[src/rtl/fwrisc_operand_fetch_pkg.sv]
// Shared widths and stage record for the operand-fetch pipeline.
package fwrisc_operand_fetch_pkg;

  localparam int REG_AW    = 6;
  localparam int OPF_TAG_W = 32;

  localparam logic [REG_AW-1:0] REG_ZERO = '0;

  typedef struct packed {
    logic                 valid;
    logic [REG_AW-1:0]    rs1;
    logic [REG_AW-1:0]    rs2;
    logic [OPF_TAG_W-1:0] tag;
  } opf_stage_t;

endpackage

[src/rtl/fwrisc_operand_fetch_if.sv]
// Decode-side and execute-side handshakes of the operand-fetch stage.
// The stage uses the slave view; decode/execute (or a bench) uses master.
interface fwrisc_operand_fetch_if #(
  parameter int RAW   = 6,
  parameter int TAG_W = 32
);

  logic             in_valid;
  logic             in_ready;
  logic [RAW-1:0]   in_rs1;
  logic [RAW-1:0]   in_rs2;
  logic [TAG_W-1:0] in_tag;

  logic             out_valid;
  logic             out_ready;
  logic [31:0]      out_op_a;
  logic [31:0]      out_op_b;
  logic [TAG_W-1:0] out_tag;

  modport master (
    output in_valid, in_rs1, in_rs2, in_tag, out_ready,
    input  in_ready, out_valid, out_op_a, out_op_b, out_tag
  );

  modport slave (
    input  in_valid, in_rs1, in_rs2, in_tag, out_ready,
    output in_ready, out_valid, out_op_a, out_op_b, out_tag
  );

endinterface

[src/rtl/fwrisc_operand_fetch_bypass.sv]
// Writeback forwarding mux for one operand: x0 always reads as zero,
// otherwise a matching same-cycle write wins over the stored/read value.
module fwrisc_operand_fetch_bypass
  import fwrisc_operand_fetch_pkg::*;
#(
  parameter int AW = REG_AW,
  parameter bit EN = 1'b1
) (
  input  logic [AW-1:0] addr,
  input  logic [31:0]   rdata,
  input  logic [AW-1:0] rd_waddr,
  input  logic [31:0]   rd_wdata,
  input  logic          rd_wen,
  output logic [31:0]   data
);

  // Select zero, forwarded write data, or the supplied value.
  always_comb begin
    data = rdata;
    if (addr == AW'(REG_ZERO)) begin
      data = '0;
    end else if (EN && rd_wen && (rd_waddr == addr)) begin
      data = rd_wdata;
    end
  end

endmodule

[src/rtl/fwrisc_operand_fetch.sv]
// Operand-fetch stage: S1 holds the register-file read in flight, S2 is the
// output register towards execute. Full throughput, flushable, and operands
// stay fresh against writeback while either stage is stalled.
module fwrisc_operand_fetch
  import fwrisc_operand_fetch_pkg::*;
#(
  parameter int RAW       = REG_AW,
  parameter int TAG_W     = OPF_TAG_W,
  parameter bit BYPASS_EN = 1'b1
) (
  input  logic                  clock,
  input  logic                  reset,
  input  logic                  flush,
  fwrisc_operand_fetch_if.slave bus,
  output logic [RAW-1:0]        ra_raddr,
  input  logic [31:0]           ra_rdata,
  output logic [RAW-1:0]        rb_raddr,
  input  logic [31:0]           rb_rdata,
  input  logic [RAW-1:0]        rd_waddr,
  input  logic [31:0]           rd_wdata,
  input  logic                  rd_wen
);

  opf_stage_t        s1_q;
  opf_stage_t        s2_q;
  logic [31:0]       op_a_q;
  logic [31:0]       op_b_q;

  logic [31:0]       s1_op_a;
  logic [31:0]       s1_op_b;
  logic [31:0]       s2_op_a;
  logic [31:0]       s2_op_b;

  logic              s2_free;
  logic              s1_adv;
  logic              in_fire;
  logic [REG_AW-1:0] wb_addr;

  assign wb_addr = REG_AW'(rd_waddr);

  // Handshake: S1 may move on whenever S2 is empty or draining this cycle.
  assign s2_free      = !s2_q.valid || bus.out_ready;
  assign s1_adv       = s1_q.valid && s2_free;
  assign bus.in_ready = !flush && (!s1_q.valid || s1_adv);
  assign in_fire      = bus.in_valid && bus.in_ready;

  // A held S1 keeps re-driving its addresses so the read tracks new writes.
  assign ra_raddr = in_fire ? bus.in_rs1 : RAW'(s1_q.rs1);
  assign rb_raddr = in_fire ? bus.in_rs2 : RAW'(s1_q.rs2);

  assign bus.out_valid = s2_q.valid;
  assign bus.out_op_a  = op_a_q;
  assign bus.out_op_b  = op_b_q;
  assign bus.out_tag   = TAG_W'(s2_q.tag);

  fwrisc_operand_fetch_bypass #(.AW(REG_AW), .EN(BYPASS_EN)) u_s1_a (
    .addr     (s1_q.rs1),
    .rdata    (ra_rdata),
    .rd_waddr (wb_addr),
    .rd_wdata (rd_wdata),
    .rd_wen   (rd_wen),
    .data     (s1_op_a)
  );

  fwrisc_operand_fetch_bypass #(.AW(REG_AW), .EN(BYPASS_EN)) u_s1_b (
    .addr     (s1_q.rs2),
    .rdata    (rb_rdata),
    .rd_waddr (wb_addr),
    .rd_wdata (rd_wdata),
    .rd_wen   (rd_wen),
    .data     (s1_op_b)
  );

  // The S2 hold update is a correctness path, so it is always enabled.
  fwrisc_operand_fetch_bypass #(.AW(REG_AW), .EN(1'b1)) u_s2_a (
    .addr     (s2_q.rs1),
    .rdata    (op_a_q),
    .rd_waddr (wb_addr),
    .rd_wdata (rd_wdata),
    .rd_wen   (rd_wen),
    .data     (s2_op_a)
  );

  fwrisc_operand_fetch_bypass #(.AW(REG_AW), .EN(1'b1)) u_s2_b (
    .addr     (s2_q.rs2),
    .rdata    (op_b_q),
    .rd_waddr (wb_addr),
    .rd_wdata (rd_wdata),
    .rd_wen   (rd_wen),
    .data     (s2_op_b)
  );

  // S1 register: capture on accept, empty when it advances, flush wins.
  always_ff @(posedge clock) begin
    if (!reset) begin
      s1_q <= '0;
    end else if (flush) begin
      s1_q.valid <= 1'b0;
    end else if (in_fire) begin
      s1_q.valid <= 1'b1;
      s1_q.rs1   <= REG_AW'(bus.in_rs1);
      s1_q.rs2   <= REG_AW'(bus.in_rs2);
      s1_q.tag   <= OPF_TAG_W'(bus.in_tag);
    end else if (s1_adv) begin
      s1_q.valid <= 1'b0;
    end
  end

  // S2 register: load from S1, drain on transfer, refresh operands while held.
  always_ff @(posedge clock) begin
    if (!reset) begin
      s2_q   <= '0;
      op_a_q <= '0;
      op_b_q <= '0;
    end else if (flush) begin
      s2_q.valid <= 1'b0;
    end else if (s1_adv) begin
      s2_q   <= s1_q;
      op_a_q <= s1_op_a;
      op_b_q <= s1_op_b;
    end else if (bus.out_ready) begin
      s2_q.valid <= 1'b0;
    end else if (s2_q.valid) begin
      op_a_q <= s2_op_a;
      op_b_q <= s2_op_b;
    end
  end

endmodule

[src/flat_wrapper.sv]
// flat-port wrapper written by rule: the top's interface ports become plain ports
module fwrisc_operand_fetch_flat import fwrisc_operand_fetch_pkg::*;
#(
  parameter int RAW       = REG_AW,
  parameter int TAG_W     = OPF_TAG_W,
  parameter bit BYPASS_EN = 1'b1
)
  (clock, reset, flush, ra_raddr, ra_rdata, rb_raddr, rb_rdata, rd_waddr, rd_wdata, rd_wen, bus_in_valid, bus_in_rs1, bus_in_rs2, bus_in_tag, bus_out_ready, bus_in_ready, bus_out_valid, bus_out_op_a, bus_out_op_b, bus_out_tag);
  fwrisc_operand_fetch_if #(.RAW(RAW), .TAG_W(TAG_W)) bus_i ();
  input  logic clock;
  input  logic reset;
  input  logic flush;
  output logic [RAW-1:0] ra_raddr;
  input  logic [31:0] ra_rdata;
  output logic [RAW-1:0] rb_raddr;
  input  logic [31:0] rb_rdata;
  input  logic [RAW-1:0] rd_waddr;
  input  logic [31:0] rd_wdata;
  input  logic rd_wen;
  input wire logic [$bits(bus_i.in_valid)-1:0] bus_in_valid;
  input wire logic [$bits(bus_i.in_rs1)-1:0] bus_in_rs1;
  input wire logic [$bits(bus_i.in_rs2)-1:0] bus_in_rs2;
  input wire logic [$bits(bus_i.in_tag)-1:0] bus_in_tag;
  input wire logic [$bits(bus_i.out_ready)-1:0] bus_out_ready;
  output wire logic [$bits(bus_i.in_ready)-1:0] bus_in_ready;
  output wire logic [$bits(bus_i.out_valid)-1:0] bus_out_valid;
  output wire logic [$bits(bus_i.out_op_a)-1:0] bus_out_op_a;
  output wire logic [$bits(bus_i.out_op_b)-1:0] bus_out_op_b;
  output wire logic [$bits(bus_i.out_tag)-1:0] bus_out_tag;
  assign bus_i.in_valid = bus_in_valid;
  assign bus_i.in_rs1 = bus_in_rs1;
  assign bus_i.in_rs2 = bus_in_rs2;
  assign bus_i.in_tag = bus_in_tag;
  assign bus_i.out_ready = bus_out_ready;
  assign bus_in_ready = bus_i.in_ready;
  assign bus_out_valid = bus_i.out_valid;
  assign bus_out_op_a = bus_i.out_op_a;
  assign bus_out_op_b = bus_i.out_op_b;
  assign bus_out_tag = bus_i.out_tag;
  fwrisc_operand_fetch #(.RAW(RAW), .TAG_W(TAG_W), .BYPASS_EN(BYPASS_EN)) u_core (.clock(clock), .reset(reset), .flush(flush), .bus(bus_i), .ra_raddr(ra_raddr), .ra_rdata(ra_rdata), .rb_raddr(rb_raddr), .rb_rdata(rb_rdata), .rd_waddr(rd_waddr), .rd_wdata(rd_wdata), .rd_wen(rd_wen));
endmodule
[config.mk]
export PLATFORM = sky130hd
export DESIGN_NAME = fwrisc_operand_fetch_flat
export DESIGN_NICKNAME = d
export VERILOG_FILES = /design/src/rtl/fwrisc_operand_fetch_pkg.sv /design/src/rtl/fwrisc_operand_fetch_if.sv /design/src/rtl/fwrisc_operand_fetch_bypass.sv /design/src/rtl/fwrisc_operand_fetch.sv /design/src/flat_wrapper.sv
export SDC_FILE = /design/constraint.sdc
export NUM_CORES = 1
export LEC_CHECK = 0
export CELL_PAD_IN_SITES_DETAIL_PLACEMENT = 1
export CELL_PAD_IN_SITES_GLOBAL_PLACEMENT = 1
export CORE_MARGIN = 8
export CORE_UTILIZATION = 34
export DETAILED_ROUTE_END_ITERATION = 16
export GPL_TIMING_DRIVEN = 0
export MAX_ROUTING_LAYER = met4
export PLACE_DENSITY = 0.82
export SETUP_SLACK_MARGIN = 0.02
export SYNTH_ARGS = -nofsm -noshare
export SYNTH_HDL_FRONTEND = slang
export SYNTH_SLANG_ARGS = --single-unit
[constraint.sdc]
create_clock -name clock -period 3.85 [get_ports clock]
set_input_delay 1.155 -clock clock [delete_from_list [all_inputs] [get_ports clock]]
set_output_delay 1.155 -clock clock [all_outputs]
set_load 0.005 [all_outputs]
; After elaboration in Yosys (flattened, before gate mapping)
; Index checks and enable logic that the tools add are counted.
; Widths: inputs -> output; s select.
[totals]
ff_bits = 154
word_cells = 63
in_bits = 152
out_inout_bits = 110
[op_classes]
n_mux = 20
reduce_logical = 26
bitwise = 2
eq_ne = 5
[ops]
columns = cell, count
row1 = $mux 32, 14
row2 = $eq 6x6->1, 4
row3 = $logic_not 6->1, 4
row4 = $mux 6, 2
row5 = $reduce_and 4->1, 2
row6 = $logic_and 1x1->1, 7
row7 = $reduce_bool 2->1, 3
row8 = $reduce_bool 3->1, 2
row9 = $mux 1, 4
row10 = $reduce_and 2->1, 2
row11 = $logic_not 1->1, 3
row12 = $logic_or 1x1->1, 2
row13 = $ne 2x1->1 const B, 1
row14 = $not 1->1, 2
row15 = $reduce_or 2->1, 1

; Longest topological paths before layout
; Gate-level depths: netlist of the first run.
[depth]
ltp_word = 7
ltp_mapped = 8
ltp_nobuf = 5

; Hierarchy
; A second synthesis of the first run with hierarchy kept.
[unflattened]
hier_cells = 1176
area_unflattened_um2 = 9929.5
[modules_own_cells]
columns = module, seq_area_each_um2, n_inst, cells_each, area_per_inst_um2
row1 = fwrisc_operand_fetch, 3083.0, 1, 680, 6756.5
row2 = fwrisc_operand_fetch_bypass, 0.0, 4, 124, 793.3

; Worst setup path after synthesis of the first run
; No wires, ideal clock.
[synth_timing]
kind = input -> output
from = input port bus_out_ready
to = output port ra_raddr[0]
cell_stages = 6
n_path_buf = 2
t_arrival_ns = 2.439
slack_ns = 0.256
t_required_ns = 2.695
cell_sequence = nor2b_1 > a21oi_1 > and2_1 > clkbuf_1 > buf_2 > mux2_1
[synth_via]
elab_chain_cells = 6
[synth_rtl]
columns = element, line_no
row1 = start: declaration, flat_wrapper.sv:24  ; input wire logic [$bits(bus_i.out_ready)-1:0] bus_out_ready;
row2 = $logic_or 1x1->1, fwrisc_operand_fetch.sv:42  ; assign s2_free = !s2_q.valid || bus.out_ready;
row3 = $logic_and 1x1->1, fwrisc_operand_fetch.sv:43  ; assign s1_adv = s1_q.valid && s2_free;
row4 = $logic_or 1x1->1, fwrisc_operand_fetch.sv:44  ; assign bus.in_ready = !flush && (!s1_q.valid || s1_adv);
row5 = $logic_and 1x1->1, fwrisc_operand_fetch.sv:44
row6 = via bus_in_ready, flat_wrapper.sv:25  ; output wire logic [$bits(bus_i.in_ready)-1:0] bus_in_ready;
row7 = $logic_and 1x1->1, fwrisc_operand_fetch.sv:45  ; assign in_fire = bus.in_valid && bus.in_ready;
row8 = $mux 6, fwrisc_operand_fetch.sv:48  ; assign ra_raddr = in_fire ? bus.in_rs1 : RAW'(s1_q.rs1);
row9 = end: declaration, flat_wrapper.sv:13  ; output logic [RAW-1:0] ra_raddr;
; The timed path passes the listed nets, and every way through them passes these cells.

; Final worst setup path of the first run
[layout_timing]
from = input port bus_out_ready
to = output port rb_raddr[4]
[layout_via]
elab_chain_cells = 6
[layout_rtl]
columns = element, line_no
row1 = $logic_or 1x1->1, fwrisc_operand_fetch.sv:42
row2 = $logic_and 1x1->1, fwrisc_operand_fetch.sv:43
row3 = $logic_or 1x1->1, fwrisc_operand_fetch.sv:44
row4 = $logic_and 1x1->1, fwrisc_operand_fetch.sv:44
row5 = $logic_and 1x1->1, fwrisc_operand_fetch.sv:45
row6 = $mux 6, fwrisc_operand_fetch.sv:49  ; assign rb_raddr = in_fire ? bus.in_rs2 : RAW'(s1_q.rs2);
row7 = end: declaration, flat_wrapper.sv:15  ; output logic [RAW-1:0] rb_raddr;
; Every way passes these cells.

==> results.sh, run 1 <==
export IMPL_outcome="completed"
export IMPL_critical_path_reg2reg_startpoint="u_core.s1_q[37]$_SDFFE_PN0P_"
export IMPL_numPortBuffers=257
export IMPL_vdd_ir_drop_max_uv=257.1
export IMPL_netlist_area_sq_mm=0.007820
export IMPL_clock_latency_ps=430
export IMPL_pin_count=262
export IMPL_via_count_of_the_first_global_routing_pass=8340
export IMPL_final_setup_viol_count=0
export IMPL_synth_seq_area_share=0.3942
export IMPL_detail_route_wirelength_um=31610
export IMPL_grt_pass1_wl_um=48560
export IMPL_worstSetupStartpointType="primary input"
export IMPL_most_common_cell_after_layout_fill_and_taps_aside="sky130_fd_sc_hd__clkdlybuf4s50_1"
export IMPL_drv_cap=0
export IMPL_placedInstanceArea_sq_mm=0.01075
export IMPL_grt_setup_unrepaired="true"
export IMPL_maxClockFrequency_mhz=263.0
export IMPL_finalInstanceArea_sq_mm=0.01143
export IMPL_final_hold_violation_count=0
export IMPL_area_growth_syn_to_layout_pct=46.22
export IMPL_mappedNetlistNets=1064
export IMPL_final_cell_mix="sky130_fd_sc_hd__clkdlybuf4s50_1 (241), sky130_fd_sc_hd__nand2_1 (186), sky130_fd_sc_hd__dfxtp_1 (154)"
export IMPL_drtAntennaViolNets=0
export IMPL_ys_top_cells_by_area="sky130_fd_sc_hd__dfxtp_1 (39%), sky130_fd_sc_hd__nand2_1 (8.9%), sky130_fd_sc_hd__o221a_1 (4.3%)"
export IMPL_ctsHoldBuffers=0
export IMPL_clk_root_buffer_cell="sky130_fd_sc_hd__clkbuf_16"
export IMPL_synthCells=912
export IMPL_via_count_of_the_routed_design=7865
export IMPL_grt_max_degree=19
export IMPL_synthesis_area_per_instance_sq_um=8.575
export IMPL_final_wtd_congestion=0.8499
export IMPL_clock_skew_final_ps=12.62
export IMPL_numCtsBuffers=17
export IMPL_synth_cell_types=45
export IMPL_cts_htree_levels=4
export IMPL_power_leakage_nw=4.454
export IMPL_remaining_drc_errors=0
export IMPL_cp_startpoint="bus_out_ready"
export IMPL_worstSetupPathType="in2out"
export IMPL_die_width_um=167.7
export IMPL_cts_path_max_buffers=2
export IMPL_end_kind="primary output"
export IMPL_die_h_um=167.7
export IMPL_die_area_sq_mm=0.02811
export IMPL_max_slew_margin=0.3136
export IMPL_synth_edf_count=0
export IMPL_floorplan_initialDensity=0.3454
export IMPL_fin_total_pwr_mw=3.975
export IMPL_detailedPlacementHpwl_um=23910
export IMPL_wl_per_cell_um=21.12
export IMPL_report_final_slew_viol_count=0
export IMPL_detail_route_vias_per_cell=5.254
export IMPL_yosys_register_bits=154
export IMPL_drt_first_pass_iters=5
export IMPL_min_delay_path_class="reg2reg"
export IMPL_crit_fanout=7
export IMPL_clk_transition_reported_paths_ps=80
export IMPL_crit_arrival_ps=2650
export IMPL_drive_gt1_frac=0.1075
export IMPL_power_per_cell_area_mw_per_mm2=347.7
export IMPL_cts_tree="yes"
export IMPL_antenna_violations_before_repair=3
export IMPL_drtIter0Drc=561
export IMPL_timing_final_crit_share=0.9876
export IMPL_max_slew_worst_pin_slew_ps=1019
export IMPL_cp_required_ps=2690
export IMPL_yosysWarnings=0
export IMPL_rows=55
export IMPL_fp_coreArea_sq_mm=0.02264
export IMPL_grt_total_usage=0.2248
export IMPL_synth_main_ff_cell="sky130_fd_sc_hd__dfxtp_1"
export IMPL_post_synth_top_area_fraction=0.3942
export IMPL_min_period_ps=3802
export IMPL_nNetsFinal=1348
export IMPL_fill_cells=2632
export IMPL_synth_largest_area_cell="sky130_fd_sc_hd__dfxtp_1"
export IMPL_clkSinkCount=154
export IMPL_synth_async_sr_flop_share=0
export IMPL_timing_hold_worst_start="u_core.s1_q[13]$_SDFFE_PN0P_"
export IMPL_global_route_overflow_total=0
==> layer usage <==
layer	wire length, um	share of wire	track usage
met1	13440	0.43	0.2569
met2	15020	0.48	0.3732
met3	2675	0.085	0.08018
met4	476	0.015	0.05085
met5	0	0	-
==> kinds of logic (layout without fill, tap and decap cells) <==
| logic type | after synthesis | in the layout | synth area share |
|---|---|---|---|
| AND/OR/NAND/NOR | 289 | 289 | 0.1624 |
| AO/OA/AOI/OAI | 277 | 277 | 0.2829 |
| buffers and inverters | 156 | 453 | 0.1163 |
| flip-flops | 154 | 154 | 0.3942 |
| XOR/XNOR | 24 | 24 | 0.02688 |
| multiplexers | 12 | 12 | 0.01728 |
| other | 0 | 3 | 0 |
==> final timing paths <==
check / slack [ps] / depth (start not counted) / endpoint
worst max-delay path: 50 / 8 / rb_raddr[4]
worst min-delay path: 460 / 2 / u_core.s1_q[13]$_SDFFE_PN0P_
worst max register to register: 1460 / 5 / u_core.bus.out_op_b[14]$_SDFFE_PN0P_
worst min register to register: 460 / 2 / u_core.s1_q[13]$_SDFFE_PN0P_
==> sequential cells by signal (all words and copies together) (netlist names) <==
register,flops
u_core.bus.out_op_b,32
u_core.bus.out_tag,32
u_core.s1_q,45
u_core.s2_q,12
u_core.bus.out_op_a,32
u_core.bus.out_valid,1
==> synthesized netlist by cell type (34+ instances only) <==
cell type and n:
sky130_fd_sc_hd__dfxtp_1 154, sky130_fd_sc_hd__a21boi_0 44, sky130_fd_sc_hd__buf_4 34, sky130_fd_sc_hd__nand3_1 65, sky130_fd_sc_hd__nand2_1 186, sky130_fd_sc_hd__clkbuf_1 55, sky130_fd_sc_hd__a21oi_1 34
==> cell type report <==
class	instances	area, sq um	area share
buffer	123	795.8	0.06959
clock buffer	17	425.4	0.03720
multi-input combinational	602	3851	0.3368
antenna	3	7.507	0.0006565
inverter	32	120.1	0.01050
sequential	154	3083	0.2696
clock inverter	15	162.7	0.01422
tap	285	356.6	0.03119
timing repair buffer	266	2633	0.2302
==> timing repair <==
item	CTS	global route
pin swaps	2	0
buffers inserted	8	1
resized for setup	31	4
endpoints found under the setup margin	12	6
==> per-stage QoR <==
step	TNS, ps	hold WS (ps)	utilization	cells	setup slack, ps
4_1_cts	0	458.7	0.5044	1493	56.46
2_1_floorplan	0	435.3	-	912	255.8
6_report	0	455.7	0.5051	1497	47.76
3_5_place_dp	-11160	447.7	0.4748	1454	-1145
5_1_grt	-8.816	472.2	0.5051	1497	-8.816
3_3_place_gp	-11000	441.3	0.4748	1454	-1123
==> where the power goes <==
| part | switching, mW | total [mW] | internal, mW |
|---|---|---|---|
| Clock | 0.818 | 1.69 | 0.874 |
| Sequential | 0.0365 | 1.68 | 1.64 |
| Combinational | 0.280 | 0.603 | 0.323 |
==> critical path: stages <==
cell and delay (ps):
sky130_fd_sc_hd__dlygate4sd2_1 250, sky130_fd_sc_hd__nor2b_2 170, sky130_fd_sc_hd__a21oi_2 80, sky130_fd_sc_hd__and2_4 150, sky130_fd_sc_hd__buf_4 130, sky130_fd_sc_hd__buf_8 130, sky130_fd_sc_hd__mux2_4 300, sky130_fd_sc_hd__dlygate4sd2_1 270
(Power assumes the default switching activity.)
==> inputs of run 2 (changes only) <==
Settings changed: SETUP_SLACK_MARGIN 0.02 to 0.4.
==> run 2 against run 1 <==
Against the previous run: clock skew rose by 1.7 ps; via count rose by 1.2%; sequential power barely moved; largest cell class unchanged; largest power group unchanged; highest routed layer unchanged.
==> results.sh, run 2 (same netlist as run 1, synthesis figures left out) <==
export IMPL_crit_slowest_cell="sky130_fd_sc_hd__mux2_4"
export IMPL_worst_r2r_path_depth=20
export IMPL_p_sw_mw=1.160
export IMPL_worst_path_dominant_cell_family="buffers and inverters"
export IMPL_drtIter0Drc=439
export IMPL_fill_cells=2622
export IMPL_max_slew_margin=0.3298
export IMPL_final_hold_violation_count=0
export IMPL_power_per_cell_area_mw_per_mm2=345.1
export IMPL_min_period_ps=3472
export IMPL_antenna_violations_before_repair=2
export IMPL_remaining_drc_errors=0
export IMPL_largest_register="u_core.s1_q"
export IMPL_die_h_um=167.7
export IMPL_crit_end="rb_raddr[4]"
export IMPL_via_count_of_the_routed_design=7956
export IMPL_crit_arrival_ps=2320
export IMPL_fin_total_pwr_mw=4.030
export IMPL_grt_pass1_wl_um=48690
export IMPL_clkSinkCount=154
export IMPL_utilization=0.5158
export IMPL_min_delay_path_class="reg2reg"
export IMPL_power_leakage_nw=4.571
export IMPL_number_of_flip_flops_in_the_largest_register=45
export IMPL_final_cell_count_no_fill=1510
export IMPL_vdd_ir_drop_max_uv=220.6
export IMPL_cp_required_ps=2690
export IMPL_detail_route_wirelength_um=31610
export IMPL_cp_startpoint="bus_out_ready"
export IMPL_cts_tree="yes"
export IMPL_detail_route_vias_per_cell=5.269
export IMPL_ctsHoldBuffers=0
export IMPL_crit_top_cell="sky130_fd_sc_hd__buf_8"
export IMPL_timing_final_crit_share=0.9018
export IMPL_capturing_point_of_the_worst_reg2reg_path="u_core.bus.out_op_b[11]$_SDFFE_PN0P_"
export IMPL_report_final_slew_viol_count=0
export IMPL_p_int_mw=2.870
export IMPL_outcome="completed"
export IMPL_clk_root_buffer_cell="sky130_fd_sc_hd__clkbuf_16"
export IMPL_r2r_setup_slack_ps=770
export IMPL_nNetsFinal=1362
export IMPL_worstSetupPathType="in2out"
export IMPL_drv_cap=0
export IMPL_global_route_overflow_total=0
export IMPL_floorplan_initialDensity=0.3454
export IMPL_maxClockFrequency_mhz=288.0
export IMPL_die_width_um=167.7
export IMPL_grt_total_usage=0.2249
export IMPL_finalInstanceArea_sq_mm=0.01168
export IMPL_grt_max_degree=20
export IMPL_crit_fanout=8
export IMPL_hold_worst_slack_ps=453.4
export IMPL_cts_htree_levels=4
export IMPL_rows=55
export IMPL_most_common_cell_after_layout_fill_and_taps_aside="sky130_fd_sc_hd__clkdlybuf4s50_1"
export IMPL_critical_path_reg2reg_startpoint="u_core.bus.out_valid$_SDFFE_PP0P_"
export IMPL_drtAntennaViolNets=0
export IMPL_worstSetupStartpointType="primary input"
export IMPL_clock_skew_final_ps=14.31
export IMPL_relative_contribution_of_combinational_cells_to_total_power=0.155
export IMPL_numPortBuffers=257
export IMPL_end_kind="primary output"
export IMPL_placedInstanceArea_sq_mm=0.01075
export IMPL_area_growth_syn_to_layout_pct=49.33
export IMPL_final_setup_viol_count=0
export IMPL_cts_path_max_buffers=2
export IMPL_pwr_share_clk=0.428
export IMPL_grt_setup_unrepaired="true"
export IMPL_crit_path_max_incr_delay_ps=310
export IMPL_share_seq_of_total_power=0.417
export IMPL_via_count_of_the_first_global_routing_pass=8665
export IMPL_worst_path_stages=8
export IMPL_clock_latency_ps=430
export IMPL_wl_per_cell_um=20.93
export IMPL_p_sw_frac=0.2879
export IMPL_drt_first_pass_iters=5
export IMPL_drive_gt1_frac=0.1325
export IMPL_clk_transition_reported_paths_ps=70
export IMPL_numCtsBuffers=17
export IMPL_pin_count=262
export IMPL_final_wtd_congestion=0.8342
export IMPL_die_area_sq_mm=0.02811
export IMPL_final_cell_mix="sky130_fd_sc_hd__clkdlybuf4s50_1 (241), sky130_fd_sc_hd__nand2_1 (186), sky130_fd_sc_hd__dfxtp_1 (154)"
export IMPL_detailedPlacementHpwl_um=23920
export IMPL_critical_path_cell_chain="buf_8 -> nor2b_4 -> a21oi_2 -> and2_4 -> buf_8 -> buf_8 -> mux2_4 -> buf_6"
export IMPL_placedCellCount=1454
export IMPL_fp_coreArea_sq_mm=0.02264
export IMPL_critical_path_n_buffers_inverters=4
export IMPL_max_slew_worst_pin_slew_ps=994.4
[run 2: final cells by class]
cell class,instances,area (sq um),share of cell area
Tap cell,285,356.6,0.03054
Multi-Input combinational cell,602,3892,0.3333
Inverter,32,120.1,0.01029
Clock buffer,17,425.4,0.03643
Buffer,124,833.3,0.07136
Timing Repair Buffer,279,2763,0.2366
Sequential cell,154,3083,0.2640
Antenna cell,2,5.005,0.0004286
Clock inverter,15,198.9,0.01704
[run 2: power groups by stage]
stage,Combinational (mW),Clock [mW],Sequential (mW)
detailed placement,0.595,0,1.72
global route,0.669,1.83,1.69
floorplan,0.252,0,1.71
finish,0.623,1.73,1.68
CTS,0.617,1.77,1.68
global placement,0.584,0,1.71
[run 2: worst min-delay path, delay by kind of cell (launching register included)]
kind	cells	cell delay, ps
AO/OA/AOI/OAI	1	50
flip-flops	1	310
AND/OR/NAND/NOR	1	50
[run 2: worst min path at each step]
stage,startpoint,endpoint,slack (ps),depth (start not counted)
floorplan,u_core.s1_q[0]$_SDFFE_PN0P_,u_core.s1_q[0]$_SDFFE_PN0P_,440,2
global placement,u_core.s1_q[27]$_SDFFE_PN0P_,u_core.s1_q[27]$_SDFFE_PN0P_,440,2
detailed placement,u_core.s1_q[1]$_SDFFE_PN0P_,u_core.s1_q[1]$_SDFFE_PN0P_,450,2
CTS,u_core.s1_q[1]$_SDFFE_PN0P_,u_core.s1_q[1]$_SDFFE_PN0P_,460,2
global route,u_core.s1_q[29]$_SDFFE_PN0P_,u_core.bus.out_tag[29]$_SDFFE_PN0P_,470,2
finish,u_core.s1_q[30]$_SDFFE_PN0P_,u_core.s1_q[30]$_SDFFE_PN0P_,450,2
[run 2: per-layer routing]
metal / wire length [um] / up-vias / global-route usage
met3: 2021 / 31 / 0.05902
met1: 13880 / 3858 / 0.2584
met2: 15200 / 267 / 0.3834
met4: 510 / 0 / 0.06056
met5: 0 / - / -
li1: - / 3800 / -
[run 2: timing repair]
item	CTS	global route
setup endpoints to repair	13	69
buffers inserted	22	0
pin swaps	2	1
gates resized for setup	90	25
[run 2: stage by stage]
stage	setup TNS [ps]	setup slack (ps)
2_1_floorplan	0	420.8
3_3_place_gp	-8016	-817.1
3_5_place_dp	-8692	-879.5
4_1_cts	0	387.8
5_1_grt	0	338.8
6_report	0	377.9
==> inputs of run 3 (changes only) <==
Settings changed: CORE_UTILIZATION 34 to 30, PLACE_DENSITY 0.82 to 0.76.
Clock period 3.85 ns to 3.1 ns, I/O delays scaled along.
==> run 3 against run 2 <==
Against the previous run: final cell count rose by 2.8%; worst hold slack worse by 1.4 ps; sequential cell count did not move; clock power rose by 19%; register-to-register slack worse by 210 ps; wire length rose by 0.68%; non-clock buffer count fell by 9; sequential power rose by 24%; combinational power rose by 25%; largest cell class unchanged.
==> results.sh, run 3 (same netlist as run 1, synthesis figures left out) <==
export IMPL_outcome="completed"
export IMPL_drt_first_pass_iters=5
export IMPL_clock_latency_ps=420
export IMPL_wl_per_cell_um=20.51
export IMPL_worstSetupStartpointType="primary input"
export IMPL_cts_tree="yes"
export IMPL_placedInstanceArea_sq_mm=0.01086
export IMPL_min_period_ps=3092
export IMPL_crit_arrival_ps=2160
export IMPL_grt_pass1_wl_um=48570
export IMPL_placedCellCount=1504
export IMPL_nNetsFinal=1353
export IMPL_detailedPlacementHpwl_um=24630
export IMPL_utilization=0.4504
export IMPL_clk_root_buffer_cell="sky130_fd_sc_hd__clkbuf_16"
export IMPL_maxClockFrequency_mhz=323.5
export IMPL_drtIter0Drc=393
export IMPL_pin_count=262
export IMPL_die_h_um=177.5
export IMPL_die_width_um=177.5
export IMPL_timing_final_crit_share=0.9973
export IMPL_timing_hold_worst_start="u_core.s1_q[2]$_SDFFE_PN0P_"
export IMPL_vdd_ir_drop_max_uv=266.5
export IMPL_finalInstanceArea_sq_mm=0.01164
export IMPL_grt_total_usage=0.2035
export IMPL_crit_fanout=6
export IMPL_detail_route_vias_per_cell=5.041
export IMPL_worst_path_dominant_cell_family="buffers and inverters"
export IMPL_hold_path_end="u_core.s1_q[2]$_SDFFE_PN0P_"
export IMPL_antenna_violations_before_repair=2
export IMPL_fp_coreArea_sq_mm=0.02584
export IMPL_numPortBuffers=257
export IMPL_final_hold_violation_count=0
export IMPL_power_per_cell_area_mw_per_mm2=423.3
export IMPL_cp_required_ps=2170
export IMPL_grt_setup_unrepaired="true"
export IMPL_r2r_setup_slack_ps=560
export IMPL_ctsHoldBuffers=0
export IMPL_capturing_point_of_the_worst_reg2reg_path="u_core.bus.out_op_b[1]$_SDFFE_PN0P_"
export IMPL_clk_transition_reported_paths_ps=70
export IMPL_crit_slowest_cell="sky130_fd_sc_hd__mux2_4"
export IMPL_fill_cells=3001
export IMPL_die_area_sq_mm=0.03149
export IMPL_final_setup_viol_count=0
export IMPL_clkSinkCount=154
export IMPL_detail_route_wirelength_um=31830
export IMPL_fin_total_pwr_mw=4.927
export IMPL_number_of_flip_flops_in_the_largest_register=45
export IMPL_worstSetupPathType="in2out"
export IMPL_cts_htree_levels=4
export IMPL_report_final_slew_viol_count=0
export IMPL_critical_path_reg2reg_startpoint="u_core.bus.out_valid$_SDFFE_PP0P_"
export IMPL_final_wtd_congestion=0.8813
export IMPL_drive_gt1_frac=0.1260
export IMPL_largest_register="u_core.s1_q"
export IMPL_critical_path_n_buffers_inverters=5
export IMPL_via_count_of_the_routed_design=7824
export IMPL_final_cell_mix="sky130_fd_sc_hd__clkdlybuf4s50_1 (238), sky130_fd_sc_hd__nand2_1 (186), sky130_fd_sc_hd__dfxtp_1 (154)"
export IMPL_end_kind="primary output"
export IMPL_clock_skew_final_ps=13.83
export IMPL_area_growth_syn_to_layout_pct=48.82
export IMPL_final_cell_count_no_fill=1552
export IMPL_via_count_of_the_first_global_routing_pass=8396
export IMPL_crit_path_max_incr_delay_ps=300
export IMPL_floorplan_initialDensity=0.3027
export IMPL_worst_r2r_path_depth=8
export IMPL_drtAntennaViolNets=0
export IMPL_drv_cap=0
export IMPL_power_leakage_nw=4.507
export IMPL_global_route_overflow_total=0
export IMPL_max_slew_margin=0.3849
export IMPL_rows=59
export IMPL_min_delay_path_class="reg2reg"
export IMPL_max_slew_worst_pin_slew_ps=908.2
export IMPL_remaining_drc_errors=0
export IMPL_critical_path_cell_chain="buf_8 -> nor2b_4 -> a21oi_2 -> and2_4 -> buf_8 -> buf_12 -> buf_12 -> mux2_4 -> buf_6"
export IMPL_cts_path_max_buffers=2
export IMPL_whs_path_depth=2
export IMPL_most_common_cell_after_layout_fill_and_taps_aside="sky130_fd_sc_hd__clkdlybuf4s50_1"
export IMPL_numCtsBuffers=17
export IMPL_grt_max_degree=17
[run 3: changes by cell type in the layout (fill, tap and decap cells not counted), moves of 2 or more]
| cell | before | now |
|---|---|---|
| sky130_fd_sc_hd__buf_12 | 0 | 2 |
| sky130_fd_sc_hd__clkinv_8 | 9 | 0 |
| sky130_fd_sc_hd__buf_4 | 54 | 44 |
| sky130_fd_sc_hd__inv_8 | 0 | 4 |
| sky130_fd_sc_hd__dlygate4sd2_1 | 0 | 4 |
| sky130_fd_sc_hd__clkinv_2 | 0 | 2 |
| sky130_fd_sc_hd__clkbuf_8 | 8 | 10 |
| sky130_fd_sc_hd__o41ai_4 | 0 | 2 |
| sky130_fd_sc_hd__nor2_1 | 4 | 6 |
| sky130_fd_sc_hd__buf_6 | 25 | 21 |
| sky130_fd_sc_hd__clkdlybuf4s50_1 | 241 | 238 |
| sky130_fd_sc_hd__o41ai_2 | 2 | 0 |
[run 3: what timing repair did]
action,4_1_cts,5_1_grt
buffers inserted,11,2
pin swaps,2,2
resized for setup,89,7
hold endpoints to repair,0,0
setup endpoints to repair,75,43
gates cloned,0,0
[run 3: worst max-delay path by stage]
stage                  startpoint     endpoint  slack [ps]  cells past startpoint
global placement    bus_out_ready  ra_raddr[0]        -820                      8
floorplan           bus_out_ready  ra_raddr[0]         330                      6
detailed placement  bus_out_ready  rb_raddr[3]        -820                      8
CTS                 bus_out_ready  rb_raddr[1]         -30                      9
global route        bus_out_ready  rb_raddr[1]         -30                      9
finish              bus_out_ready  rb_raddr[4]           8                      9
[run 3: layer usage]
layer  global-route usage  part of all wire  wire (um)
met2               0.3338              0.47      15100
met5                    -                 0          0
met4              0.05280             0.015        484
met1               0.2404              0.43      13720
met3              0.06043             0.079       2520
[run 3: layout make-up]
cell class / count / area, sq um / share of cell area
clock inverter: 14 / 125.1 / 0.01075
tap: 335 / 419.2 / 0.03602
antenna: 3 / 7.507 / 0.0006451
multi-input combinational: 602 / 3915 / 0.3364
buffer: 124 / 828.3 / 0.07118
timing repair buffer: 270 / 2700 / 0.2320
inverter: 32 / 120.1 / 0.01032
sequential: 154 / 3083 / 0.2649
clock buffer: 18 / 439.2 / 0.03774
[run 3: stage by stage]
step           hold slack [ps]  setup slack (ps)  TNS, ps
6_report                 452.0             8.344        0
5_1_grt                  476.1            -28.33   -121.1
4_1_cts                  456.6            -31.70   -127.2
3_5_place_dp             445.9            -823.4   -27220
3_3_place_gp             442.3            -816.1   -25190
2_1_floorplan            435.3             331.2        0
[run 3: report_power, final]
part | internal [mW] | total, mW | switching, mW
sequential | 2.04 | 2.09 | 0.0456
combinational | 0.423 | 0.780 | 0.356
clock | 1.09 | 2.06 | 0.974
[run 3: tightest hold or removal path: cells and delay by family (launching register included)]
family,cells,cell delay [ps]
DFF,1,310
and+or+nand+nor,1,50
AOI/OAI and AO/OA,1,50
